==> src/rtl/sqrt_share_arbiter.sv <==
// sqrt_share_arbiter: round-robin sharing of one pipelined sqrt core between NREQ requesters,
// with an in-flight tag FIFO that routes each in-order core result back to its issuer.
module sqrt_share_arbiter #(
  parameter int NREQ      = 2,
  parameter int PRECISION = 32,
  parameter int OUT_W     = 24,
  parameter int MAX_INFLT = 8
) (
  input  logic                          clk,
  input  logic                          rst_n,
  input  logic [NREQ-1:0]               req_valid,
  input  logic [NREQ*PRECISION-1:0]     req_data,
  output logic [NREQ-1:0]               req_ready,
  output logic                          sqrt_in_valid,
  output logic [PRECISION-1:0]          sqrt_in_data,
  input  logic                          sqrt_out_valid,
  input  logic [OUT_W-1:0]              sqrt_out_data,
  output logic [NREQ-1:0]               resp_valid,
  output logic [OUT_W-1:0]              resp_data,
  input  logic                          flush,
  output logic                          drained,
  output logic [$clog2(MAX_INFLT):0]    inflight,
  output logic                          err_underflow
);
  localparam int TW = NREQ > 1 ? $clog2(NREQ) : 1;
  localparam int AW = $clog2(MAX_INFLT);
  typedef enum logic {RUN, DRAIN} state_t;
  state_t state, state_nx;
  logic [TW-1:0] rr, g;
  logic [TW-1:0] fifo [MAX_INFLT];
  logic [AW-1:0] wp, rp;
  logic found, grant_ok, xfer, pop;
  int idx;
  always_comb begin
    g = rr;
    found = 1'b0;
    idx = 0;
    for (int k = 0; k < NREQ; k++) begin
      idx = int'(rr) + k;
      idx = idx >= NREQ ? idx - NREQ : idx;
      if (!found && req_valid[TW'(idx)]) begin
        g = TW'(idx);
        found = 1'b1;
      end
    end
  end
  // inflight never exceeds MAX_INFLT (a power of 2), so its top bit alone means full
  assign grant_ok  = rst_n && state == RUN && !inflight[AW];
  assign req_ready = (grant_ok && found) ? NREQ'(1) << g : '0;
  assign xfer      = |(req_valid & req_ready);
  assign pop       = sqrt_out_valid && inflight != '0;
  always_comb begin
    state_nx = state;
    drained  = 1'b0;
    if (state == RUN) state_nx = flush ? DRAIN : RUN;
    else if (inflight == '0) begin
      state_nx = RUN;
      drained  = 1'b1;
    end
  end
  always_ff @(posedge clk) if (xfer) fifo[wp] <= g;
  always_ff @(posedge clk or negedge rst_n) begin
    if (!rst_n) begin
      state         <= RUN;
      rr            <= '0;
      wp            <= '0;
      rp            <= '0;
      inflight      <= '0;
      sqrt_in_valid <= 1'b0;
      sqrt_in_data  <= '0;
      resp_valid    <= '0;
      resp_data     <= '0;
      err_underflow <= 1'b0;
    end else begin
      state         <= state_nx;
      sqrt_in_valid <= xfer;
      inflight      <= inflight + (AW+1)'(xfer) - (AW+1)'(pop);
      resp_valid    <= pop ? NREQ'(1) << fifo[rp] : '0;
      err_underflow <= err_underflow | (sqrt_out_valid && !pop);
      if (xfer) begin
        rr           <= g == TW'(NREQ-1) ? '0 : g + 1'b1;
        sqrt_in_data <= req_data[g*PRECISION +: PRECISION];
        wp           <= wp + 1'b1;
      end
      if (pop) begin
        resp_data <= sqrt_out_data;
        rp        <= rp + 1'b1;
      end
    end
  end
endmodule

==> config.mk <==
export PLATFORM = sky130hd
export DESIGN_NAME = sqrt_share_arbiter
export DESIGN_NICKNAME = d
export VERILOG_FILES = /design/src/rtl/sqrt_share_arbiter.sv
export SDC_FILE = /design/constraint.sdc
export NUM_CORES = 1
export LEC_CHECK = 0
export BUFFER_PORTS_ARGS = -buffer_cell sky130_fd_sc_hd__buf_2
export CAP_MARGIN = 20
export CORE_MARGIN = 2
export CORE_UTILIZATION = 40
export DETAILED_ROUTE_END_ITERATION = 12
export PLACE_DENSITY = 0.72
export SLEW_MARGIN = 20
export SYNTH_ARGS = -nofsm -noshare
export SYNTH_HDL_FRONTEND = slang
export SYNTH_SLANG_ARGS = --single-unit
==> constraint.sdc <==
create_clock -name clk -period 2.2 [get_ports clk]
set_input_delay 0.44 -clock clk [delete_from_list [all_inputs] [get_ports clk]]
set_output_delay 0.44 -clock clk [all_outputs]
set_load 0.05 [all_outputs]
==> results of run 1 <==
## through the flow
| step | utilization, % | hold WS [ns] | setup TNS (ns) | std cells | area, µm² |
|---|---|---|---|---|---|
| floorplan | - | 0.144 | -0.764 | 286 | 3630 |
| global placement | 52.0 | 0.447 | 0 | 543 | 4510 |
| detailed placement | 52.0 | 0.463 | 0 | 543 | 4510 |
| CTS | 54.5 | 0.302 | 0 | 558 | 4730 |
| global route | 54.8 | 0.314 | -0.0582 | 559 | 4760 |
| finish | 54.8 | 0.322 | 0 | 559 | 4760 |
## state kept, by name (all words and copies together), names as in the netlist, 2 cells and up
register      cells
resp_valid        2
resp_data        24
sqrt_in_data     32
inflight          4
fifo              8
rp                3
wp                3
## worst register-to-register path, delay by kind of cell (launching register included)
| kind | cells | cell delay (ns) |
|---|---|---|
| fa+ha+maj | 4 | 0.96 |
| flops | 1 | 0.42 |
| buf+inv | 5 | 0.23 |
| simple gates | 2 | 0.47 |
## repair_timing
action / CTS / global route
endpoints found under the setup margin: 1 / 4
resized for setup: 1 / 6
buffers inserted: 0 / 1
pin swaps: 0 / 3
hold endpoints to repair: 0 / 0
## placed cells by master (no fill, tap or decap), drive strengths merged, types with 2 or more instances in the layout
master  count
and2        2
edfxtp      8
nand3       6
nor2b       2
mux2       25
nor2        4
buf       168
a21oi      65
clkbuf     15
nor3b       2
nor3        3
xnor2       5
ha          7
nand2       3
dfrtp      72
inv        10
a21o        2
nor4        2
mux2i      36
## area by class of cell
type	count	area, µm²
inverters	10	42.5
clock buffers	13	170
well taps	108	135
multi-input cells	176	1440
clock inverters	2	37.5
flip-flops and latches	80	2050
fillers	784	3920
repair buffers	170	887
## power breakdown
part           switching, W  internal [W]  leakage (nW)  total (W)
Combinational       0.00265       0.00117          1.36    0.00382
Sequential         0.000342       0.00205         0.934    0.00239
Clock              0.000507      0.000620         0.101    0.00113
Total               0.00350       0.00384          2.39    0.00734
## path summary, 6_finish.rpt
check	cells after the start	start	endpoint
max in group asynchronous	2	rst_n	rr$_DFFE_PN0P_
hold reg to reg	1	err_underflow$_DFF_PN0_	err_underflow$_DFF_PN0_
hold / removal	3	flush	state$_DFF_PN0_
min in group asynchronous	2	rst_n	err_underflow$_DFF_PN0_
setup / recovery	11	inflight[3]$_DFF_PN0_	inflight[1]$_DFF_PN0_
setup reg to reg	11	inflight[3]$_DFF_PN0_	inflight[1]$_DFF_PN0_
## cell families (layout without fill, tap and decap cells)
logic type | count (synthesis) | in the layout | synth area share [%]
AO/OA/AOI/OAI | 71 | 71 | 10.3
AND/OR/NAND/NOR | 30 | 30 | 5.11
multiplexers | 61 | 61 | 18.6
XOR/XNOR | 6 | 6 | 1.47
flip-flops | 80 | 80 | 57.2
buffers and inverters | 30 | 195 | 4.38
adder cells (fa/ha/maj) | 8 | 8 | 3.01
## layer usage
| metal | part of all wire (%) | vias up | track usage (%) |
|---|---|---|---|
| met1 | 42 | 1310 | 19.3 |
| li1 | - | 1341 | - |
| met2 | 50 | 118 | 29.5 |
| met3 | 6.7 | 11 | 3.83 |
| met4 | 1.6 | 0 | 6.22 |
| met5 | 0 | - | 0 |
==> results by group, run 1 <==
Yosys
  – Synth top area share: 50.4%
  – Primary FF master, synth: dfrtp_1
  – Synth warn: 0
  – Post-synth ARST share: 90.0%
  – Distinct cell type count of the synthesized netlist: 38
  – Synth area leader: dfrtp_1
  – Syn nets: 388
  – Top-count cell post-synth: dfrtp_1
  – Top area cells in the synthesized netlist: dfrtp_1, mux2i_1, a21oi_1, edfxtp_1, mux2_2
  – Yosys reg bits: 80
  – Synth Instances: 286
  – Commonest cells post-synth: dfrtp_1, a21oi_1, mux2i_1
  – Post-synthesis sequential area ratio: 57.2%
  – Avg Synthesized Cell Area: 12.5 µm²
  – Post-synth EDFFs: 8
  – Mapped Area: 3570 µm²

Detailed routing
  – Drt initial violations: 132
  – Wirelength per Cell: 14.1 µm
  – DRC viols: 0
  – DRT Wirelength: 7.88 mm
  – Vias per cell: 4.97
  – DR vias: 2780
  – Post-route ant nets: 0
  – DR pass1 iterations: 4

Place
  – Dpl hpwl: 5.49 mm
  – I/O Buffers: 160
  – GP Congestion: 0.699
  – Dpl ws: 0.0150 ns

Timing
  – Rel. slew slack: 39.5%
  – Final period utilization: 99.2%
  – Final setup viols: 0
  – Slew Limit Fails: 0
  – Worst-Margin Slew: 0.908 ns
  – Worst clock skew: 0.0111 ns
  – Unrepaired setup endpoints after global routing: yes
  – Final WS setup: 0.0171 ns
  – Crit path time final: 2.18 ns
  – Fmax: 0.458 GHz
  – Final Hold Fails: 0

CTS
  – Longest Clk Path Bufs: 2
  – # clock sinks: 80
  – TritonCTS clock tree: yes
  – CTS clk-pin slew, worst paths: 0.08 ns
  – Hold Buf Count CTS: 0
  – CTS H-Tree Depth: 3
  – Number of CTS-inserted buffers: 9
  – Worst skew pair latency: 0.33 ns
  – Clock root buffer: clkbuf_8

Power
  – Leak: 2.39 nW
  – VDD IR max: 0.000717 V
  – Total power: 0.00734 W
  – PwrDens: 1540 nW/µm²

Critical path
  – Worst path buffer plus inverter count: 5
  – Critical Path AT: 2.42 ns
  – Startpoint Class: flop
  – Max FO, Critical Path: 2
  – Crit-path leading delay family: adder cells
  – Largest stage delay, worst path: 0.50 ns
  – Reg2reg setup slack: 0.02 ns
  – Slowest-stage cell, CP: fa_2
  – Critical path type: reg -> reg
  – Req. time, crit path: 2.44 ns
  – Crit-path cells: inv_2, ha_4, or3b_4, nand2_4, inv_4, ha_4, inv_4, ha_4, inv_2, fa_2, inv_1
  – CP Capture Type: flop
  – Most common cell on crit path: ha_4

Floorplanning
  – Core box area: 8680 µm²
  – Die footprint: 9700 µm²
  – Row cnt: 34
  – Die Y: 98.5 µm
  – Chip width: 98.5 µm
  – I/O Pins: 161
  – Starting density of the core: 41.2%

Cells and area
  – # nets final: 549
  – Layout area overhead: 33.2%
  – # diodes: 0
  – Share of cells above drive strength 1: 50.8%

Run
  – Max_cap viols: 0

Global route
  – GRT Resource Usage Total: 16.5%
  – Vias in the first global route: 2864
  – Final global-route overflow total: 0
  – Largest net degree at the start of global routing: 73
  – Initial antenna violation count: 0
  – First-pass GRT wire length: 13.0 mm

Hold path
  – Worst hold-check path type: in -> reg

Run status
  – Status: completed
Power figures use the tool's default switching activity.
==> inputs of run 2 (changes only) <==
--- a/config.mk
+++ b/config.mk
@@ -5,6 +5,7 @@
 export SDC_FILE = /design/constraint.sdc
 export NUM_CORES = 1
 export LEC_CHECK = 0
+export ABC_AREA = 1
 export BUFFER_PORTS_ARGS = -buffer_cell sky130_fd_sc_hd__buf_2
 export CAP_MARGIN = 20
 export CORE_MARGIN = 2
==> run 2 against run 1 <==
Net effect: combinational power decreased by 14%; wire length increased by 4.8%; highest routed layer unchanged; sequential share of layout area increased by 0.098 points; die area increased by 1.9%; critical path type unchanged.
==> results by group, run 2 <==
Cells and area
  – Fillers: 804
  – Max reg flops: 32
  – Commonest cells after routing, fill and taps aside: buf_2, nand2_1, dfrtp_1, mux2i_1, inv_1
  – # nets final: 630
  – Share of cells above drive strength 1: 40.5%
  – Layout area overhead: 30.5%
  – Multi-input logic area: 1410 µm²
  – Largest reg by FF count: sqrt_in_data
  – Reg area: 2050 µm²
  – Final Core Density: 54.2%
  – Most common cell after layout, fill and taps aside: buf_2
  – Biggest regs: sqrt_in_data: 32 flops, resp_data: 24 flops, fifo: 8 flops
  – # diodes: 0

Power
  – Net Sw Frac: 47.8%
  – P_sw: 0.00321 W
  – VDD IR max: 0.000624 V
  – Total power: 0.00672 W
  – Clock network fraction of design power: 17.1%
  – Seq pwr share: 33.8%
  – PwrDens: 1410 nW/µm²
  – Comb power frac: 49.1%
  – Leak: 2.71 nW
  – P_int: 0.00351 W

Hold path
  – Worst hold-check path type: in -> reg

Yosys
  – Synth top area share: 49.5%
  – Post-synth ARST share: 90.0%
  – Synth warn: 0
  – Synth area leader: dfrtp_1
  – Post-synth EDFFs: 8
  – Synth Instances: 368
  – Syn nets: 470
  – Top area cells in the synthesized netlist: dfrtp_1, nand2_1, mux2i_1, edfxtp_1, o21ai_2
  – Top-count cell post-synth: nand2_1
  – Commonest cells post-synth: nand2_1, dfrtp_1, mux2i_1
  – Post-synthesis sequential area ratio: 56.1%
  – Primary FF master, synth: dfrtp_1
  – Yosys reg bits: 80
  – Mapped Area: 3640 µm²
  – Avg Synthesized Cell Area: 9.90 µm²
  – Distinct cell type count of the synthesized netlist: 27

Critical path
  – Worst R2R Start: inflight[3]$_DFF_PN0_
  – Reg2reg path depth: 11
  – Max FO, Critical Path: 3
  – Setup crit end: inflight[1]$_DFF_PN0_
  – Critical Path AT: 2.28 ns
  – Crit. Startpoint: inflight[3]$_DFF_PN0_
  – CP Capture Type: flop
  – Reg2reg setup slack: 0.16 ns
  – Startpoint Class: flop
  – R2R Path End: inflight[1]$_DFF_PN0_
  – Req. time, crit path: 2.44 ns
  – Critical path type: reg -> reg

CTS
  – Resized Gates After CTS: 0
  – CTS clk-pin slew, worst paths: 0.08 ns
  – Number of CTS-inserted buffers: 9
  – Worst skew pair latency: 0.34 ns
  – CTS H-Tree Depth: 3
  – Hold Buf Count CTS: 0
  – # clock sinks: 80
  – Clock root buffer: clkbuf_8
  – Setup Fix Bufs, Post-CTS: 0
  – TritonCTS clock tree: yes
  – Longest Clk Path Bufs: 2

Global route
  – GRT Resource Usage Total: 17.6%
  – Initial antenna violation count: 1
  – Largest net degree at the start of global routing: 73
  – Vias in the first global route: 3056
  – First-pass GRT wire length: 13.9 mm
  – Final global-route overflow total: 0

Run status
  – Status: completed

Detailed routing
  – Post-route ant nets: 0
  – DR pass1 iterations: 4
  – DRC viols: 0
  – Vias per cell: 4.63
  – DR vias: 2967
  – Wirelength per Cell: 12.9 µm
  – Drt initial violations: 87
  – DRT Wirelength: 8.26 mm

Timing
  – Final setup viols: 0
  – Crit path time final: 2.04 ns
  – Final Hold Fails: 0
  – Unrepaired setup endpoints after global routing: no
  – Slew Limit Fails: 0
  – Worst-Margin Slew: 0.885 ns
  – Worst clock skew: 0.00565 ns
  – Fmax: 0.490 GHz
  – Rel. slew slack: 41.0%
  – Final period utilization: 92.7%

Floorplanning
  – Core box area: 8760 µm²
  – I/O Pins: 161
  – Chip width: 99.4 µm
  – Starting density of the core: 41.6%
  – Row cnt: 34
  – Die Y: 99.4 µm
  – Die footprint: 9890 µm²

Place
  – I/O Buffers: 160
  – Dpl hpwl: 6.17 mm
  – GP Congestion: 0.780

Run
  – Max_cap viols: 0
## run 2: cell count changes after synthesis, sizes merged, moves of 14 or more
cell	delta
o21ai	+34
a21oi	-64
mux2	-25
inv	+15
nand2	+133
nor2	+14
## run 2: through the flow
stage / setup TNS (ns) / std cells / setup WS [ns] / cell area (µm²) / hold slack, ns
after global placement: 0 / 625 / 0.191 / 4540 / 0.458
after detailed placement: 0 / 625 / 0.167 / 4540 / 0.463
after floorplan: -0.0665 / 368 / -0.0665 / 3690 / 0.144
final: 0 / 641 / 0.160 / 4750 / 0.292
after global routing: 0 / 641 / 0.0381 / 4750 / 0.289
after CTS: 0 / 641 / 0.157 / 4750 / 0.275
## run 2: per-layer routing
| layer | track usage (%) | part of all wire [%] | routed length (µm) |
|---|---|---|---|
| met5 | 0 | 0 | 0 |
| met4 | 7.06 | 2.0 | 163 |
| met3 | 3.30 | 3.9 | 324 |
| met2 | 31.7 | 53 | 4410 |
| met1 | 20.7 | 41 | 3360 |
## run 2: cell type report
cell class | instances | area share, %
clock inverter | 4 | 1.05
inverter | 27 | 2.21
clock buffer | 12 | 3.50
sequential | 80 | 43.1
timing repair buffer | 165 | 17.7
multi-input combinational | 245 | 29.6
tap | 108 | 2.84
## run 2: power by group through the flow
stage          Sequential, W  Combinational [W]  Clock [W]
5_1_grt              0.00234            0.00357    0.00124
4_1_cts              0.00227            0.00334    0.00118
3_3_place_gp         0.00228            0.00326          0
3_5_place_dp         0.00230            0.00333          0
6_report             0.00227            0.00330    0.00115
2_1_floorplan        0.00362            0.00121          0
## run 2: critical path, stage by stage (launching register included)
cell and delay (ns):
dfrtp_2 0.42, inv_2 0.08, ha_1 0.17, nand2_1 0.08
nand2_1 0.11, clkinv_2 0.09, ha_4 0.24, inv_2 0.06
ha_4 0.13, inv_2 0.03, fa_2 0.50, inv_1 0.04
## run 2: logic make-up (layout without fill, tap and decap cells)
group / after synthesis / in the layout / synth area share (%)
fa+ha+maj: 8 / 8 / 2.95
buf+inv: 43 / 208 / 6.05
flops: 80 / 80 / 56.1
simple gates: 164 / 164 / 18.8
xor+xnor: 4 / 4 / 0.962
mux: 32 / 32 / 8.79
compound gates: 37 / 37 / 6.42
## run 2: worst min-delay path by stage
stage                                      start                      endpoint  slack (ns)  depth (start not counted)
floorplan                                  rst_n       err_underflow$_DFF_PN0_        0.14                          0
global placement       resp_data[21]$_DFFE_PN0P_     resp_data[21]$_DFFE_PN0P_        0.46                          2
detailed placement  sqrt_in_data[26]$_DFFE_PN0P_  sqrt_in_data[26]$_DFFE_PN0P_        0.46                          2
CTS                             sqrt_out_data[4]      resp_data[4]$_DFFE_PN0P_        0.27                          3
global route                    sqrt_out_data[9]      resp_data[9]$_DFFE_PN0P_        0.29                          3
finish                          sqrt_out_data[4]      resp_data[4]$_DFFE_PN0P_        0.29                          3
